**config.mk**
```make
export PLATFORM = sky130hd
export DESIGN_NAME = usf_sample_window_flat
export DESIGN_NICKNAME = d
export VERILOG_FILES = /design/src/rtl/usf_sample_window_if.sv /design/src/rtl/usf_sample_window.sv /design/src/flat_wrapper.sv
export SDC_FILE = /design/constraint.sdc
export NUM_CORES = 1
export LEC_CHECK = 0
export CAP_MARGIN = 40
export CORE_ASPECT_RATIO = 2
export CORE_MARGIN = 10
export CORE_UTILIZATION = 40
export DETAILED_ROUTE_END_ITERATION = 8
export PLACE_DENSITY_LB_ADDON = 0.05
export REMOVE_ABC_BUFFERS = 1
export SKIP_LAST_GASP = 1
export SYNTH_ARGS = -nofsm -noshare
export SYNTH_HDL_FRONTEND = slang
export SYNTH_SLANG_ARGS = --single-unit
export TNS_END_PERCENT = 100
```
**constraint.sdc**
```tcl
create_clock -name clk -period 4.5 [get_ports clk]
set_input_delay 0.675 -clock clk [delete_from_list [all_inputs] [get_ports clk]]
set_output_delay 0.675 -clock clk [all_outputs]
set_load 0.01 [all_outputs]
```
**src/rtl/usf_sample_window_if.sv**
```systemverilog
// rtl/usf_sample_window_if.sv - sample-in / frame-out bundle for the ultrasound sample window
//
// Ports (signals):
//   sample_valid  qualifies sample for one cycle (master -> slave)
//   sample        raw unsigned ADC code (master -> slave)
//   win           frame samples, win[0] oldest, win[WINDOW-1] newest (slave -> master)
//   frame_en      one-cycle pulse: win holds a complete frame (slave -> master)
//   busy          window frozen, frame being issued or held (slave -> master)
//   frame_cnt     frames issued, wrapping (slave -> master)
//   overrun_cnt   valid samples dropped, saturating (slave -> master)
interface usf_sample_window_if #(
    parameter int ADC_RES = 12,
    parameter int WINDOW  = 4
);
    logic               sample_valid;
    logic [ADC_RES-1:0] sample;
    logic [ADC_RES-1:0] win [WINDOW];
    logic               frame_en;
    logic               busy;
    logic [15:0]        frame_cnt;
    logic [15:0]        overrun_cnt;

    modport master (
        output sample_valid, sample,
        input  win, frame_en, busy, frame_cnt, overrun_cnt
    );

    modport slave (
        input  sample_valid, sample,
        output win, frame_en, busy, frame_cnt, overrun_cnt
    );
endinterface

```
**src/rtl/usf_sample_window.sv**
```systemverilog
// rtl/usf_sample_window.sv - collects decimated ADC samples into an overlapping, frozen frame window
//
// Ports:
//   clk    single clock, all state on posedge
//   reset  asynchronous active-low reset
//   bus    usf_sample_window_if.slave: sample_valid/sample in; win, frame_en,
//          busy, frame_cnt, overrun_cnt out
//
// FILL shifts accepted samples into the window. Once WINDOW samples are present
// the frame is issued for one cycle (ISSUE) and then frozen for HOLD_CYCLES
// (HOLD) while the downstream recovery logic reads it. Samples arriving while
// frozen are dropped and counted. Returning to FILL keeps the newest OVERLAP
// samples as the oldest of the next frame.
module usf_sample_window #(
    parameter int ADC_RES       = 12,
    parameter int J             = 2,
    parameter int EXTRA_SAMPLES = 1,
    parameter int WINDOW        = J + 1 + EXTRA_SAMPLES,
    parameter int OVERLAP       = 0,
    parameter int DECIM         = 1,
    parameter int HOLD_CYCLES   = 64
) (
    input  logic                clk,
    input  logic                reset,
    usf_sample_window_if.slave  bus
);
    localparam int FW = $clog2(WINDOW + 1);
    localparam int DW = (DECIM > 1) ? $clog2(DECIM) : 1;
    localparam int HW = $clog2(HOLD_CYCLES + 1);

    localparam logic [FW-1:0] FILL_LAST  = FW'(WINDOW - 1);
    localparam logic [FW-1:0] FILL_KEEP  = FW'(OVERLAP);
    localparam logic [DW-1:0] DECIM_LAST = DW'(DECIM - 1);
    localparam logic [HW-1:0] HOLD_LAST  = HW'(HOLD_CYCLES - 1);

    typedef enum logic [1:0] {
        FILL  = 2'd0,
        ISSUE = 2'd1,
        HOLD  = 2'd2
    } state_t;

    state_t             state;
    logic [ADC_RES-1:0] win_q [WINDOW];
    logic [FW-1:0]      fill_cnt;
    logic [DW-1:0]      decim_cnt;
    logic [HW-1:0]      hold_cnt;
    logic [15:0]        frame_cnt;
    logic [15:0]        overrun_cnt;
    logic               frame_en;
    logic               busy;

    always_ff @(posedge clk or negedge reset) begin
        if (!reset) begin
            state       <= FILL;
            fill_cnt    <= '0;
            decim_cnt   <= '0;
            hold_cnt    <= '0;
            frame_cnt   <= '0;
            overrun_cnt <= '0;
            frame_en    <= 1'b0;
            busy        <= 1'b0;
            for (int i = 0; i < WINDOW; i++) begin
                win_q[i] <= '0;
            end
        end else begin
            case (state)
                FILL: begin
                    if (bus.sample_valid) begin
                        decim_cnt <= (decim_cnt == DECIM_LAST) ? '0 : decim_cnt + 1'b1;
                        if (decim_cnt == '0) begin
                            for (int i = 0; i < WINDOW - 1; i++) begin
                                win_q[i] <= win_q[i+1];
                            end
                            win_q[WINDOW-1] <= bus.sample;
                            fill_cnt        <= fill_cnt + 1'b1;
                            // Completing sample: frame goes out on the very next cycle.
                            if (fill_cnt == FILL_LAST) begin
                                state    <= ISSUE;
                                frame_en <= 1'b1;
                                busy     <= 1'b1;
                            end
                        end
                    end
                end
                ISSUE: begin
                    state     <= HOLD;
                    frame_en  <= 1'b0;
                    hold_cnt  <= '0;
                    frame_cnt <= frame_cnt + 1'b1;
                end
                HOLD: begin
                    if (hold_cnt == HOLD_LAST) begin
                        // Window is left untouched so the newest OVERLAP samples carry over.
                        state     <= FILL;
                        busy      <= 1'b0;
                        hold_cnt  <= '0;
                        fill_cnt  <= FILL_KEEP;
                        decim_cnt <= '0;
                    end else begin
                        hold_cnt <= hold_cnt + 1'b1;
                    end
                end
                default: begin
                    state    <= FILL;
                    frame_en <= 1'b0;
                    busy     <= 1'b0;
                end
            endcase

            // Any valid sample while the window is frozen (including the
            // HOLD->FILL edge) is lost; the counter sticks at all-ones.
            if (bus.sample_valid && state != FILL && overrun_cnt != 16'hFFFF) begin
                overrun_cnt <= overrun_cnt + 1'b1;
            end
        end
    end

    assign bus.win         = win_q;
    assign bus.frame_en    = frame_en;
    assign bus.busy        = busy;
    assign bus.frame_cnt   = frame_cnt;
    assign bus.overrun_cnt = overrun_cnt;

endmodule

```
**src/flat_wrapper.sv**
```systemverilog
// flat-port wrapper written by rule: the top's interface ports become plain ports
module usf_sample_window_flat 
#(
    parameter int ADC_RES       = 12,
    parameter int J             = 2,
    parameter int EXTRA_SAMPLES = 1,
    parameter int WINDOW        = J + 1 + EXTRA_SAMPLES,
    parameter int OVERLAP       = 0,
    parameter int DECIM         = 1,
    parameter int HOLD_CYCLES   = 64
)
  (clk, reset, bus_sample_valid, bus_sample, bus_win, bus_frame_en, bus_busy, bus_frame_cnt, bus_overrun_cnt);
  usf_sample_window_if #(.ADC_RES(ADC_RES), .WINDOW(WINDOW)) bus_i ();
  input  logic clk;
  input  logic reset;
  input wire logic [$bits(bus_i.sample_valid)-1:0] bus_sample_valid;
  input wire logic [$bits(bus_i.sample)-1:0] bus_sample;
  output wire logic [$bits(bus_i.win)-1:0] bus_win;
  output wire logic [$bits(bus_i.frame_en)-1:0] bus_frame_en;
  output wire logic [$bits(bus_i.busy)-1:0] bus_busy;
  output wire logic [$bits(bus_i.frame_cnt)-1:0] bus_frame_cnt;
  output wire logic [$bits(bus_i.overrun_cnt)-1:0] bus_overrun_cnt;
  assign bus_i.sample_valid = bus_sample_valid;
  assign bus_i.sample = bus_sample;
  assign bus_win = {>>{bus_i.win}};
  assign bus_frame_en = bus_i.frame_en;
  assign bus_busy = bus_i.busy;
  assign bus_frame_cnt = bus_i.frame_cnt;
  assign bus_overrun_cnt = bus_i.overrun_cnt;
  usf_sample_window #(.ADC_RES(ADC_RES), .J(J), .EXTRA_SAMPLES(EXTRA_SAMPLES), .WINDOW(WINDOW), .OVERLAP(OVERLAP), .DECIM(DECIM), .HOLD_CYCLES(HOLD_CYCLES)) u_core (.clk(clk), .reset(reset), .bus(bus_i));
endmodule
```
==> impl_metrics.py <==
metrics = {
    "run_status": {
        "status": "finished clean",
    },
    "routing": {
        "first_iter_violations": 94,
        "vias": 2752,
        "drt-wirelength-per-cell_um": 16.3,
        "wirelength_um": 9030,
        "drtAntennaViolNets": 0,
        "dr.pass1.iters": 4,
        "drc": 0,
        "routed_via_density": 4.98,
    },
    "cells_and_area": {
        "nFillCells": 929,
        "layout_common_cells": "95 x clkdlybuf4s50_1, 94 x dfrtp_1, 54 x mux2_2, 18 x nand2_1, 18 x nor2_1",
        "area_growth_pct": 34.6,
        "antenna_cells": 0,
        "multi_input_area_sq_um": 1620,
        "final_common_cell": "clkdlybuf4s50_1",
        "regArea_sq_um": 2350,
        "drive_gt1_frac": 0.195,
        "nets": 440,
    },
    "power": {
        "p_per_area_nw_per_um2": 329,
        "switchingPower_w": 0.000431,
        "pwr-share-comb": 0.095,
        "max-vdd-ir-drop_mv": 0.175,
        "leakagePower_nw": 2.52,
        "internal_power_w": 0.00136,
        "clkPwrFrac": 0.385,
        "swShare": 0.241,
        "seq_power_share": 0.520,
    },
    "timing": {
        "slew_violations": 0,
        "tightest_slew_ns": 0.688,
        "relSlewSlack": 0.542,
        "setup_ws_ns": 2.27,
        "fin_setup_tns_ns": 0,
        "setup_viol": 0,
        "rsz0062_at_grt": "false",
        "finalHoldViolations": 0,
        "period_needed_ns": 2.23,
        "fmax_mhz": 449,
        "finalClockSkew_ns": 0.00447,
        "period_share": 0.495,
    },
    "clocking": {
        "cts_hold_buf": 0,
        "cts.clk_slew.worst_paths_ns": 0.06,
        "root_buffer": "clkbuf_16",
        "cts.htree.levels": 3,
        "cts_setup_buffers": 0,
        "clk_path_buf_depth": 2,
        "cts_sinks": 94,
        "clk_latency_ns": 0.33,
        "cts_tree": "built",
        "post_cts_resized": 0,
        "cts_buffers": 9,
    },
    "critical_path": {
        "worstPathRequired_ns": 4.72,
        "critPathMaxStageDelay_ns": 0.64,
        "crit_slowest_cell": "clkdlybuf4s50_1",
        "path_max_fanout": 7,
        "cp.arrival_ns": 2.45,
        "path_cells": "clkdlybuf4s50_1 > and2b_1 > nand4_2 > nor4_1 > mux2_2",
        "crit_type": "in2reg",
        "cp-start-kind": "input pin",
        "path_buf_inv": 1,
        "crit_family": "simple AND/OR/NAND/NOR gates",
        "end_kind": "flop",
    },
    "place": {
        "gp_congestion": 0.744,
        "dpl_worst_slack_ns": 1.91,
        "portBuffers": 96,
        "dp_hpwl_um": 6760,
    },
    "synth": {
        "async_flop_share": 1.00,
        "yosys_warnings": 0,
        "syn_area_sq_um": 4040,
        "ys_types": 42,
        "avgSynthCellArea_sq_um": 12.8,
        "synth_cells": 315,
        "synth_edf_count": 0,
        "ys_seq_area_frac": 0.583,
        "ys_seq_elements": 94,
        "synthFlopType": "dfrtp_1",
    },
    "grt": {
        "first_global_vias": 2857,
        "grt_pass1_wl_um": 14800,
        "grt_overflow": 0,
        "antenna_found_initial": 0,
        "gr-usage-all-layers": 0.125,
        "grt_max_degree": 55,
    },
    "floorplanning": {
        "die_area_sq_um": 14800,
        "ios": 97,
        "die_x_um": 91.0,
        "die_h_um": 162,
        "initial_core_util": 0.411,
        "core.rowCount": 51,
        "core_area_sq_um": 9830,
    },
    "hold_path": {
        "hp-class": "in2async",
    },
    "flow_run": {
        "maxCapViolations": 0,
    },
}
==> final timing paths <==
path	slack [ns]	startpoint	end	cells after the start
worst max-delay path	2.27	bus_sample_valid	u_core.bus.overrun_cnt[15]$_DFFE_PN0P_	5
worst min-delay path	0.39	reset	u_core.bus.win[39]$_DFFE_PN0P_	1
worst max register to register	2.39	u_core.state[0]$_DFFE_PN0P_	u_core.bus.overrun_cnt[15]$_DFFE_PN0P_	6
worst min register to register	0.49	u_core.bus.frame_cnt[15]$_DFFE_PN0N_	u_core.bus.frame_cnt[15]$_DFFE_PN0N_	1
max in group asynchronous	3.11	reset	u_core.bus.win[36]$_DFFE_PN0P_	2
min in group clk	0.49	u_core.bus.frame_cnt[15]$_DFFE_PN0N_	u_core.bus.frame_cnt[15]$_DFFE_PN0N_	1
==> metal layers <==
metal | routed length [um] | up-vias | global-route usage
met2 | 4990 | 57 | 0.225
met1 | 3350 | 1367 | 0.128
met5 | 0 | - | 0
li1 | - | 1317 | -
met4 | 165 | 0 | 0.0537
met3 | 521 | 11 | 0.0402
==> kinds of logic after synthesis <==
family | count (synthesis) | share of synthesized area
simple gates | 81 | 0.113
buf+inv | 18 | 0.0170
flops | 94 | 0.583
fa+ha+maj | 9 | 0.0279
compound gates | 33 | 0.0505
xor+xnor | 25 | 0.0542
mux | 55 | 0.154
==> power groups by stage <==
stage                     clock network (W)  registers, W  logic [W]
after floorplan                           0      0.000945  0.0000559
after global placement                    0      0.000945   0.000173
after detailed placement                  0      0.000944   0.000176
after CTS                          0.000712      0.000929   0.000176
after global routing               0.000749      0.000932   0.000187
final                              0.000688      0.000928   0.000170
==> cell type report <==
type,count,share of cell area
Clock buffer,12,0.0454
Clock inverter,4,0.00415
Inverter,9,0.00622
Multi-Input combinational cell,203,0.298
Sequential cell,94,0.433
Tap cell,132,0.0304
Timing Repair Buffer,99,0.183
==> worst reg2reg max path, delay by kind of cell (launching register included) <==
family | cells | cell delay (ns)
buffers and inverters | 1 | 0.08
AND/OR/NAND/NOR | 3 | 0.83
adder cells (fa/ha/maj) | 1 | 0.31
multiplexers | 1 | 0.36
flip-flops | 1 | 0.40
==> stage by stage <==
step	area [sq um]	util	total power (W)	std cells	hold WS, ns
after global placement	5140	0.523	0.00112	536	0.472
after floorplan	4000	-	0.00100	306	0.379
final	5430	0.553	0.00179	553	0.386
after detailed placement	5160	0.525	0.00112	537	0.475
after CTS	5430	0.553	0.00182	553	0.404
after global routing	5430	0.553	0.00187	553	0.436
==> synthesized netlist by cell type (2+ instances only) <==
library cell  instances  area [sq um]
inv_1                 9          33.8
nor2_1               18          67.6
dfrtp_1              94          2350
xnor2_1               9          78.8
mux2_2               54           608
nand4_1               9          56.3
nor4_1                4          25.0
and3_1                3          18.8
buf_1                 4          15.0
o31ai_1               2          15.0
nand3_1               8          40.0
nor3_1                3          15.0
ha_1                  9           113
nand3b_1              2          15.0
o2bb2ai_1             3          26.3
a31oi_1               2          12.5
or3_1                 2          12.5
nand4_2               2          25.0
xor2_1               16           140
o21ai_0              10          50.1
a21oi_1               9          45.0
nand2_1              19          71.3
nand2b_1              2          12.5
clkbuf_1              4          15.0
==> flip-flops by register name (all words and copies together), names as in the netlist <==
signal / cells
u_core.bus.busy: 1
u_core.bus.frame_cnt: 16
u_core.bus.frame_en: 1
u_core.bus.overrun_cnt: 16
u_core.bus.win: 48
u_core.fill_cnt: 3
u_core.hold_cnt: 7
u_core.state: 2
(Power assumes the default switching activity.)
